`src/rtl/transposer_arbiter_pkg.sv`:
```
// Shared types and constants for the Transposer tile arbiter.
package transposer_arbiter_pkg;

  typedef enum logic {
    ARB    = 1'b0,
    STREAM = 1'b1
  } tp_arb_state_e;

  localparam int TP_N_REQ     = 4;
  localparam int TP_TAG_W     = $clog2(TP_N_REQ);
  localparam int TP_TAG_DEPTH = 2;

endpackage

```
`src/rtl/transposer_arbiter_tag_fifo.sv`:
```
// Two-entry tag FIFO: one tile draining out of the Transposer, one tile filling.
module tp_tag_fifo
  import transposer_arbiter_pkg::*;
#(
  parameter int TAG_W = TP_TAG_W
) (
  input  logic             clk,
  input  logic             rst,
  input  logic             push,
  input  logic [TAG_W-1:0] push_tag,
  input  logic             pop,
  output logic             full,
  output logic             empty,
  output logic [TAG_W-1:0] head
);

  logic [TAG_W-1:0] mem [TP_TAG_DEPTH];
  logic             wr_ptr;
  logic             rd_ptr;
  logic [1:0]       count;
  logic             do_push;
  logic             do_pop;

  assign full    = (count == 2'd2);
  assign empty   = (count == 2'd0);
  assign head    = mem[rd_ptr];
  assign do_pop  = pop && !empty;
  assign do_push = push && (!full || do_pop);

  always_ff @(posedge clk or posedge rst) begin
    if (rst) begin
      for (int i = 0; i < TP_TAG_DEPTH; i++) mem[i] <= '0;
      wr_ptr <= 1'b0;
      rd_ptr <= 1'b0;
      count  <= 2'd0;
    end else begin
      if (do_push) begin
        mem[wr_ptr] <= push_tag;
        wr_ptr      <= ~wr_ptr;
      end
      if (do_pop) rd_ptr <= ~rd_ptr;
      count <= count + {1'b0, do_push} - {1'b0, do_pop};
    end
  end

endmodule

```
`src/rtl/transposer_arbiter.sv`:
```
// Round-robin tile arbiter in front of a shared Transposer; tags each tile so the
// transposed output is routed back to the requester that sent it.
module transposer_arbiter
  import transposer_arbiter_pkg::*;
#(
  parameter int N_REQ     = TP_N_REQ,
  parameter int DATA_SIZE = 16,
  parameter int ELEMS     = 4
) (
  input  logic                              clk,
  input  logic                              rst,
  input  logic [N_REQ-1:0]                  req_valid,
  input  logic [N_REQ*DATA_SIZE*ELEMS-1:0]  req_data,
  output logic [N_REQ-1:0]                  req_ready,
  output logic [DATA_SIZE*ELEMS-1:0]        tp_in,
  output logic                              tp_in_valid,
  output logic                              tp_in_last,
  output logic                              tp_rstn,
  input  logic [DATA_SIZE*ELEMS-1:0]        tp_out,
  input  logic                              tp_out_valid,
  output logic [DATA_SIZE*ELEMS-1:0]        resp_data,
  output logic [N_REQ-1:0]                  resp_valid,
  output logic                              resp_last,
  output logic                              busy,
  output logic                              err
);

  localparam int BEAT_W = DATA_SIZE * ELEMS;
  localparam int TAG_W  = (N_REQ > 1) ? $clog2(N_REQ) : 1;
  localparam int CNT_W  = (ELEMS > 1) ? $clog2(ELEMS) : 1;
  localparam logic [TAG_W-1:0] LAST_REQ  = TAG_W'(N_REQ - 1);
  localparam logic [CNT_W-1:0] LAST_BEAT = CNT_W'(ELEMS - 1);

  tp_arb_state_e    state;
  logic [TAG_W-1:0] grant_id;
  logic [TAG_W-1:0] rr_ptr;
  logic [CNT_W-1:0] in_cnt;
  logic [CNT_W-1:0] out_cnt;
  logic [TAG_W-1:0] pick_id;
  logic [TAG_W-1:0] cand;
  logic             pick_found;
  logic             stream;
  logic             tile_done;
  logic             out_fire;
  logic             fifo_full;
  logic             fifo_empty;
  logic [TAG_W-1:0] fifo_head;

  // Walk from the farthest offset down so the requester nearest rr_ptr wins.
  always_comb begin
    pick_found = 1'b0;
    pick_id    = '0;
    cand       = '0;
    for (int i = N_REQ - 1; i >= 0; i--) begin
      cand = TAG_W'((int'(rr_ptr) + i) % N_REQ);
      if (req_valid[cand]) begin
        pick_found = 1'b1;
        pick_id    = cand;
      end
    end
  end

  assign stream      = (state == STREAM);
  assign req_ready   = stream ? (N_REQ'(1) << grant_id) : '0;
  assign tp_in       = stream ? req_data[grant_id*BEAT_W +: BEAT_W] : '0;
  assign tp_in_valid = stream && req_valid[grant_id];
  assign tp_in_last  = 1'b0;
  assign tp_rstn     = ~rst;
  assign tile_done   = tp_in_valid && (in_cnt == LAST_BEAT);

  assign out_fire   = tp_out_valid && !fifo_empty;
  assign resp_data  = tp_out;
  assign resp_valid = out_fire ? (N_REQ'(1) << fifo_head) : '0;
  assign resp_last  = out_fire && (out_cnt == LAST_BEAT);
  assign busy       = stream || !fifo_empty;

  tp_tag_fifo #(.TAG_W(TAG_W)) u_tag_fifo (
    .clk      (clk),
    .rst      (rst),
    .push     (tile_done),
    .push_tag (grant_id),
    .pop      (resp_last),
    .full     (fifo_full),
    .empty    (fifo_empty),
    .head     (fifo_head)
  );

  always_ff @(posedge clk or posedge rst) begin
    if (rst) begin
      state    <= ARB;
      grant_id <= '0;
      rr_ptr   <= '0;
      in_cnt   <= '0;
      out_cnt  <= '0;
      err      <= 1'b0;
    end else begin
      case (state)
        ARB: begin
          if (!fifo_full && pick_found) begin
            grant_id <= pick_id;
            rr_ptr   <= (pick_id == LAST_REQ) ? '0 : pick_id + 1'b1;
            state    <= STREAM;
          end
        end
        STREAM: begin
          // Grant is held through bubbles until the whole tile is in.
          if (tp_in_valid) begin
            if (tile_done) begin
              in_cnt <= '0;
              state  <= ARB;
            end else begin
              in_cnt <= in_cnt + 1'b1;
            end
          end
        end
        default: state <= ARB;
      endcase
      if (out_fire) out_cnt <= resp_last ? '0 : out_cnt + 1'b1;
      if (tp_out_valid && fifo_empty) err <= 1'b1;
    end
  end

endmodule

```
`config.mk`:
```
export PLATFORM = sky130hd
export DESIGN_NAME = transposer_arbiter
export DESIGN_NICKNAME = d
export VERILOG_FILES = /design/src/rtl/transposer_arbiter_pkg.sv /design/src/rtl/transposer_arbiter_tag_fifo.sv /design/src/rtl/transposer_arbiter.sv
export SDC_FILE = /design/constraint.sdc
export NUM_CORES = 1
export LEC_CHECK = 0
export CAP_MARGIN = 20
export CORE_AREA = 4 4 179 181
export CTS_CLUSTER_DIAMETER = 200
export DETAILED_ROUTE_END_ITERATION = 12
export DIE_AREA = 0 0 183 185
export GPL_ROUTABILITY_DRIVEN = 1
export MAX_ROUTING_LAYER = met4
export REMOVE_ABC_BUFFERS = 1
export SLEW_MARGIN = 20
export SYNTH_ARGS = -nofsm -noshare
export SYNTH_HDL_FRONTEND = slang
export SYNTH_HIERARCHICAL = 1
export SYNTH_SLANG_ARGS = --single-unit
```
`constraint.sdc`:
```
create_clock -name clk -period 3.7 [get_ports clk]
set_clock_uncertainty 0.15 [all_clocks]
set_input_delay 0.925 -clock clk [delete_from_list [all_inputs] [get_ports clk]]
set_output_delay 0.925 -clock clk [all_outputs]
set_load 0.005 [all_outputs]
```
==> results of run 1 <==
-- through the flow --
step | TNS, ns | power, uW
after floorplan | -62.30 | 2000
after global placement | -0.00950 | 3690
after detailed placement | -0.0273 | 3710
after CTS | 0 | 3960
after global routing | 0 | 4170
final | 0 | 3890
-- cells in the final DEF, fill, tap and decap left out, types with 2 or more instances in the layout --
cell type / netlist / layout
a21o_1: 3 / 3
a21oi_1: 6 / 6
and2_1: 65 / 65
and3_1: 4 / 4
buf_12: 0 / 4
buf_4: 65 / 13
clkbuf_16: 0 / 3
clkdlybuf4s50_1: 0 / 339
dfrtp_1: 18 / 15
dfrtp_4: 0 / 2
diode_2: 0 / 2
ha_1: 3 / 3
inv_1: 7 / 7
mux2_1: 4 / 4
mux2_2: 3 / 3
mux4_2: 64 / 65
nand2_1: 10 / 10
nand2b_1: 6 / 6
nor2_1: 8 / 8
nor2b_1: 3 / 3
nor3_1: 4 / 4
nor3b_1: 2 / 2
o21ai_0: 6 / 6
xnor2_1: 2 / 2
-- kinds of logic after synthesis --
kind of cell	after synthesis	synth area share, %
XOR/XNOR	3	0.759
other	1	0.108
flip-flops	18	13.0
adder cells (fa/ha/maj)	3	1.08
AND/OR/NAND/NOR	108	18.8
AO/OA/AOI/OAI	18	3.11
buffers and inverters	97	18.5
multiplexers	72	44.7
-- sequential cells by signal, summed over array words and instances (netlist names) --
signal	cells
err	1
grant_id	2
in_cnt	2
out_cnt	2
rr_ptr	2
state	1
u_tag_fifo/count	2
u_tag_fifo/mem	4
u_tag_fifo/rd_ptr	1
u_tag_fifo/wr_ptr	1
-- area by class of cell --
cell class / instances / share of cell area (%)
clock buffer: 4 / 1.27
antenna: 2 / 0.0713
tap: 396 / 7.06
multi-input combinational: 205 / 33.8
inverter: 8 / 0.428
timing repair buffer: 356 / 50.9
sequential: 18 / 6.54
-- per-layer routing --
metal | global-route usage [%] | up-vias | share of wire, %
li1 | - | 1661 | -
met1 | 10.5 | 1763 | 21
met2 | 34.4 | 340 | 55
met3 | 14.4 | 32 | 18
met4 | 8.02 | 0 | 6.3
met5 | - | - | 0
-- how the worst max path moves through the flow --
stage | cells past startpoint | end | start | slack, ns
floorplan | 3 | tp_in_valid | grant_id[0] | -0.96
CTS | 5 | tp_in_valid | req_valid[1] | 0.05
finish | 5 | tp_in_valid | req_valid[1] | 0.09
global route | 5 | tp_in_valid | req_valid[3] | 0.005
detailed placement | 5 | tp_in_valid | req_valid[1] | -0.03
global placement | 5 | tp_in_valid | req_valid[1] | -0.01
-- cell usage after synthesis, types with 2 or more instances --
cell type  number  area, um^2
mux2_1          4        45.0
a21oi_1         6        30.0
nor2b_1         3        18.8
nor3_1          4        20.0
nor2_1          8        30.0
nand2b_1        6        37.5
buf_4          65         488
and2_1         65         407
mux2_2          3        33.8
and3_1          4        25.0
xnor2_1         2        17.5
mux4_2         64        1440
nand2_1        10        37.5
clkbuf_1       14        52.6
dfrtp_1        18         450
buf_6           3        33.8
o21ai_0         6        30.0
inv_1           7        26.3
a21o_1          3        22.5
buf_2           7        35.0
nor3b_1         2        15.0
ha_1            3        37.5
-- power by group --
part	switching [uW]	internal, uW
logic	1090	2090
clock network	71.5	164
registers	181	293
total	1350	2550
==> flow_summary.ini, run 1 <==
[placed_design]
dpl_worst_slack_ns = -0.0273
place.gp.congestion = 0.933
dpl_cell_area_um2 = 6930
portBuffers = 339
hpwlAfterDp_um = 29300
dp.cells = 983

[setup_path]
crit_top_cell = clkdlybuf4s50_1
r2r_start = grant_id[0]
cp-end-kind = output port
crit_family = buffers and inverters
cp-start-kind = input pin
crit_chain = clkdlybuf4s50_1, mux4_2, nand2_1, inv_1, clkdlybuf4s50_1
crit_type = in -> out
crit_required_ns = 2.62
slowest_delay_ns = 0.50
worstPathArrival_ns = 2.54
cp_slowest_cell = mux4_2
reg2reg_depth = 5
critPathBufInv = 3
rrSetupSlack_ns = 1.22
critical_path.max_fanout = 2
r2r_end = u_tag_fifo/mem[2]

[logic_synthesis]
synth_edf_count = 0
ys.flop_type = dfrtp_1
synth-seq-area-share_pct = 13.0
synthArstFlopShare_pct = 100
ys_seq_elements = 18
ys_warn_count = 6
synth_cell_type_count = 35
synth_area_per_cell_um2 = 10.8
synth_area_um2 = 3460
syn_inst = 320

[final_layout]
drive_gt1_share_pct = 16.4
finalNetCount = 922
layoutNonFillerInstCount = 989
design_area_um2 = 7020
multi_input_area_um2 = 2370
post-route-util_pct = 23.1
area_growth_pct = 103
nFillCells = 3266
seqCellArea_um2 = 459

[clock_tree]
clk_pin_slew_ns = 0.05
cts.sinks = 18
cts_hold_buf = 0
h-tree-depth = 1
postCtsSetupBuffers = 0
ctsResizeCount = 1
clockBufferDepth = 2
cts_root_buf = clkbuf_16
clk_latency_ns = 0.24
cts_tree = yes
cts_made_buffers = 3

[die]
ios = 469
core_area_um2 = 30400
num_rows = 64
dieWidth_um = 183
start_util_pct = 11.4
dieHeight_um = 185
die_area_um2 = 33900

[timing]
fin_crit_sh_pct = 97.6
setup_violations = 0
hold_viol = 0
worst_slew_pin_slew_ns = 0.690
finalHoldWorstSlack_ns = 0.308
timing.fmax_mhz = 277
rsz0062_at_grt = false
relSlewSlack_pct = 54.0
slew_viol_final = 0
setup_ws_ns = 0.0892
finalCriticalPeriod_ns = 3.61

[power_and_ir_drop]
power_density_nw_per_um2 = 555
vdd_drop_max_uv = 250
leakagePower_uw = 0.00248

[global_route]
grt_usage_pct = 17.9
grt_max_degree = 43
grt-ovfl-total = 0
grt_pass1_vias = 4050
antenna_found_initial = 2
grt_pass1_wl_um = 39000

[routing]
drt-initial-drc-count = 137
via_per_inst = 3.84
drtAntennaViolNets = 0
vias = 3796
dr.pass1.iters = 5
routedWlPerCell_um = 31.9
wl_um = 31500
drc = 0

[flow_run]
drv_cap = 0

[worst_hold_path]
holdPathStages = 1
hp-start = err
holdPathEnd = err
worstHoldPathType = reg -> reg

[outcome]
status = completed
No activity file was read; power rests on OpenSTA's default activity.
==> run 2, diff against run 1 <==
CTS_BUF_LIST = sky130_fd_sc_hd__clkbuf_8   (was default)
HOLD_SLACK_MARGIN = 0.08   (was default)
==> flow_summary.ini, run 2 (synthesized netlist as in run 1, its figures left out) <==
[outcome]
status = completed

[final_layout]
nFillCells = 3270
final_cell_mix = clkdlybuf4s50_1 (339), mux4_2 (65), and2_1 (65), dfrtp_1 (15), buf_4 (13)
area_growth_pct = 102
design_area_um2 = 7010
finalNetCount = 923
final_common_cell = clkdlybuf4s50_1
drive_gt1_share_pct = 16.6
largest_reg_flops = 4
top_register = u_tag_fifo/mem

[setup_path]
crit_required_ns = 2.62
critical_path.max_fanout = 2
worstPathArrival_ns = 2.54
reg2reg_depth = 5
cp-end-kind = output port
crit_type = in -> out
rrSetupSlack_ns = 1.27
startpoint = req_valid[1]
endpoint = tp_in_valid
r2r_end = u_tag_fifo/mem[2]
r2r_start = grant_id[0]
cp-start-kind = input pin

[timing]
timing.fmax_mhz = 277
setup_violations = 0
slew_viol_final = 0
worst_slew_pin_slew_ns = 0.690
fin_crit_sh_pct = 97.7
finalCriticalPeriod_ns = 3.61
finalHoldWorstSlack_ns = 0.312
finalSetupTns_ns = 0
rsz0062_at_grt = false
relSlewSlack_pct = 54.0
hold_viol = 0

[power_and_ir_drop]
p_seq_share_pct = 11.9
power_switching_share_pct = 35.4
p_comb_share_pct = 83.9
vdd_drop_max_uv = 251
leakagePower_uw = 0.00248
power_density_nw_per_um2 = 552
clkPwrFrac_pct = 4.1
p_sw_uw = 1370
power.internal_uw = 2500

[routing]
dr.pass1.iters = 4
drc = 0
routedWlPerCell_um = 32.3
vias = 3831
wl_um = 32000
drt-initial-drc-count = 132
via_per_inst = 3.87
drtAntennaViolNets = 0

[placed_design]
portBuffers = 339
place.gp.congestion = 0.933
hpwlAfterDp_um = 29300
dpl_cell_area_um2 = 6930

[global_route]
grt_pass1_wl_um = 39100
grt-ovfl-total = 0
grt_usage_pct = 17.9
grt_pass1_vias = 4054
antenna_found_initial = 2
grt_max_degree = 43

[clock_tree]
cts_made_buffers = 3
cts_tree = yes
clk_latency_ns = 0.25
clk_pin_slew_ns = 0.07
cts_root_buf = clkbuf_8
cts.sinks = 18
clockBufferDepth = 2
h-tree-depth = 1

[flow_run]
drv_cap = 0

[die]
start_util_pct = 11.4
num_rows = 64
ios = 469
dieHeight_um = 185
die_area_um2 = 33900
core_area_um2 = 30400
dieWidth_um = 183

[worst_hold_path]
worstHoldPathType = reg -> reg
==> run 2: changes by cell type in the layout (fill, tap and decap cells not counted) <==
cell,previous run,this run
clkbuf_8,1,4
clkbuf_16,3,0
buf_16,0,1
==> run 2: routing by layer <==
layer | vias up | wire [um] | GRT usage [%]
met4 | 0 | 1840 | 8.10
met3 | 30 | 5770 | 14.4
met5 | - | 0 | -
li1 | 1662 | - | -
met1 | 1805 | 6780 | 10.5
met2 | 334 | 17600 | 34.5
==> run 2: what timing repair did <==
item                                    in CTS  in global routing
setup buffers                                0                  1
endpoints found under the setup margin       1                  1
hold buffers                                 0                  0
gates resized for setup                      1                  0
==> run 2: worst min-delay path by stage <==
stage,from,endpoint,slack (ns),depth (start not counted)
2_1_floorplan,in_cnt[1],in_cnt[1],0.30,2
3_3_place_gp,err,err,0.29,1
3_5_place_dp,err,err,0.30,1
4_1_cts,err,err,0.32,1
5_1_grt,err,err,0.33,1
6_report,err,err,0.31,1
==> run 2: layout make-up <==
type                       count  area (um^2)  share of cell area (%)
timing repair buffer         357         3600                    51.3
multi-input combinational    205         2370                    33.8
tap                          396          495                    7.07
sequential                    18          459                    6.55
clock buffer                   4         55.1                   0.785
inverter                       8         30.0                   0.428
antenna                        2         5.00                  0.0714
==> run 2: power by group through the flow <==
| stage | sequential [uW] | clock [uW] | combinational [uW] |
|---|---|---|---|
| CTS | 485 | 166 | 3240 |
| floorplan | 609 | 0 | 1390 |
| finish | 462 | 160 | 3250 |
| detailed placement | 488 | 0 | 3220 |
| global placement | 484 | 0 | 3200 |
| global route | 484 | 174 | 3490 |
==> run 2: worst max-delay path, cell delays in order <==
cell and delay [ns]:
clkdlybuf4s50_1 0.43, mux4_2 0.50, nand2_1 0.11, inv_1 0.08, clkdlybuf4s50_1 0.48
==> run 2: through the flow <==
stage / utilization [%] / instances / setup WS [ns] / power, uW
after floorplan: - / 231 / -0.957 / 2000
after global placement: 22.8 / 983 / -0.00950 / 3690
after detailed placement: 22.8 / 983 / -0.0273 / 3710
after CTS: 22.9 / 987 / 0.0504 / 3890
after global routing: 23.0 / 990 / 0.00519 / 4150
final: 23.0 / 990 / 0.0866 / 3870
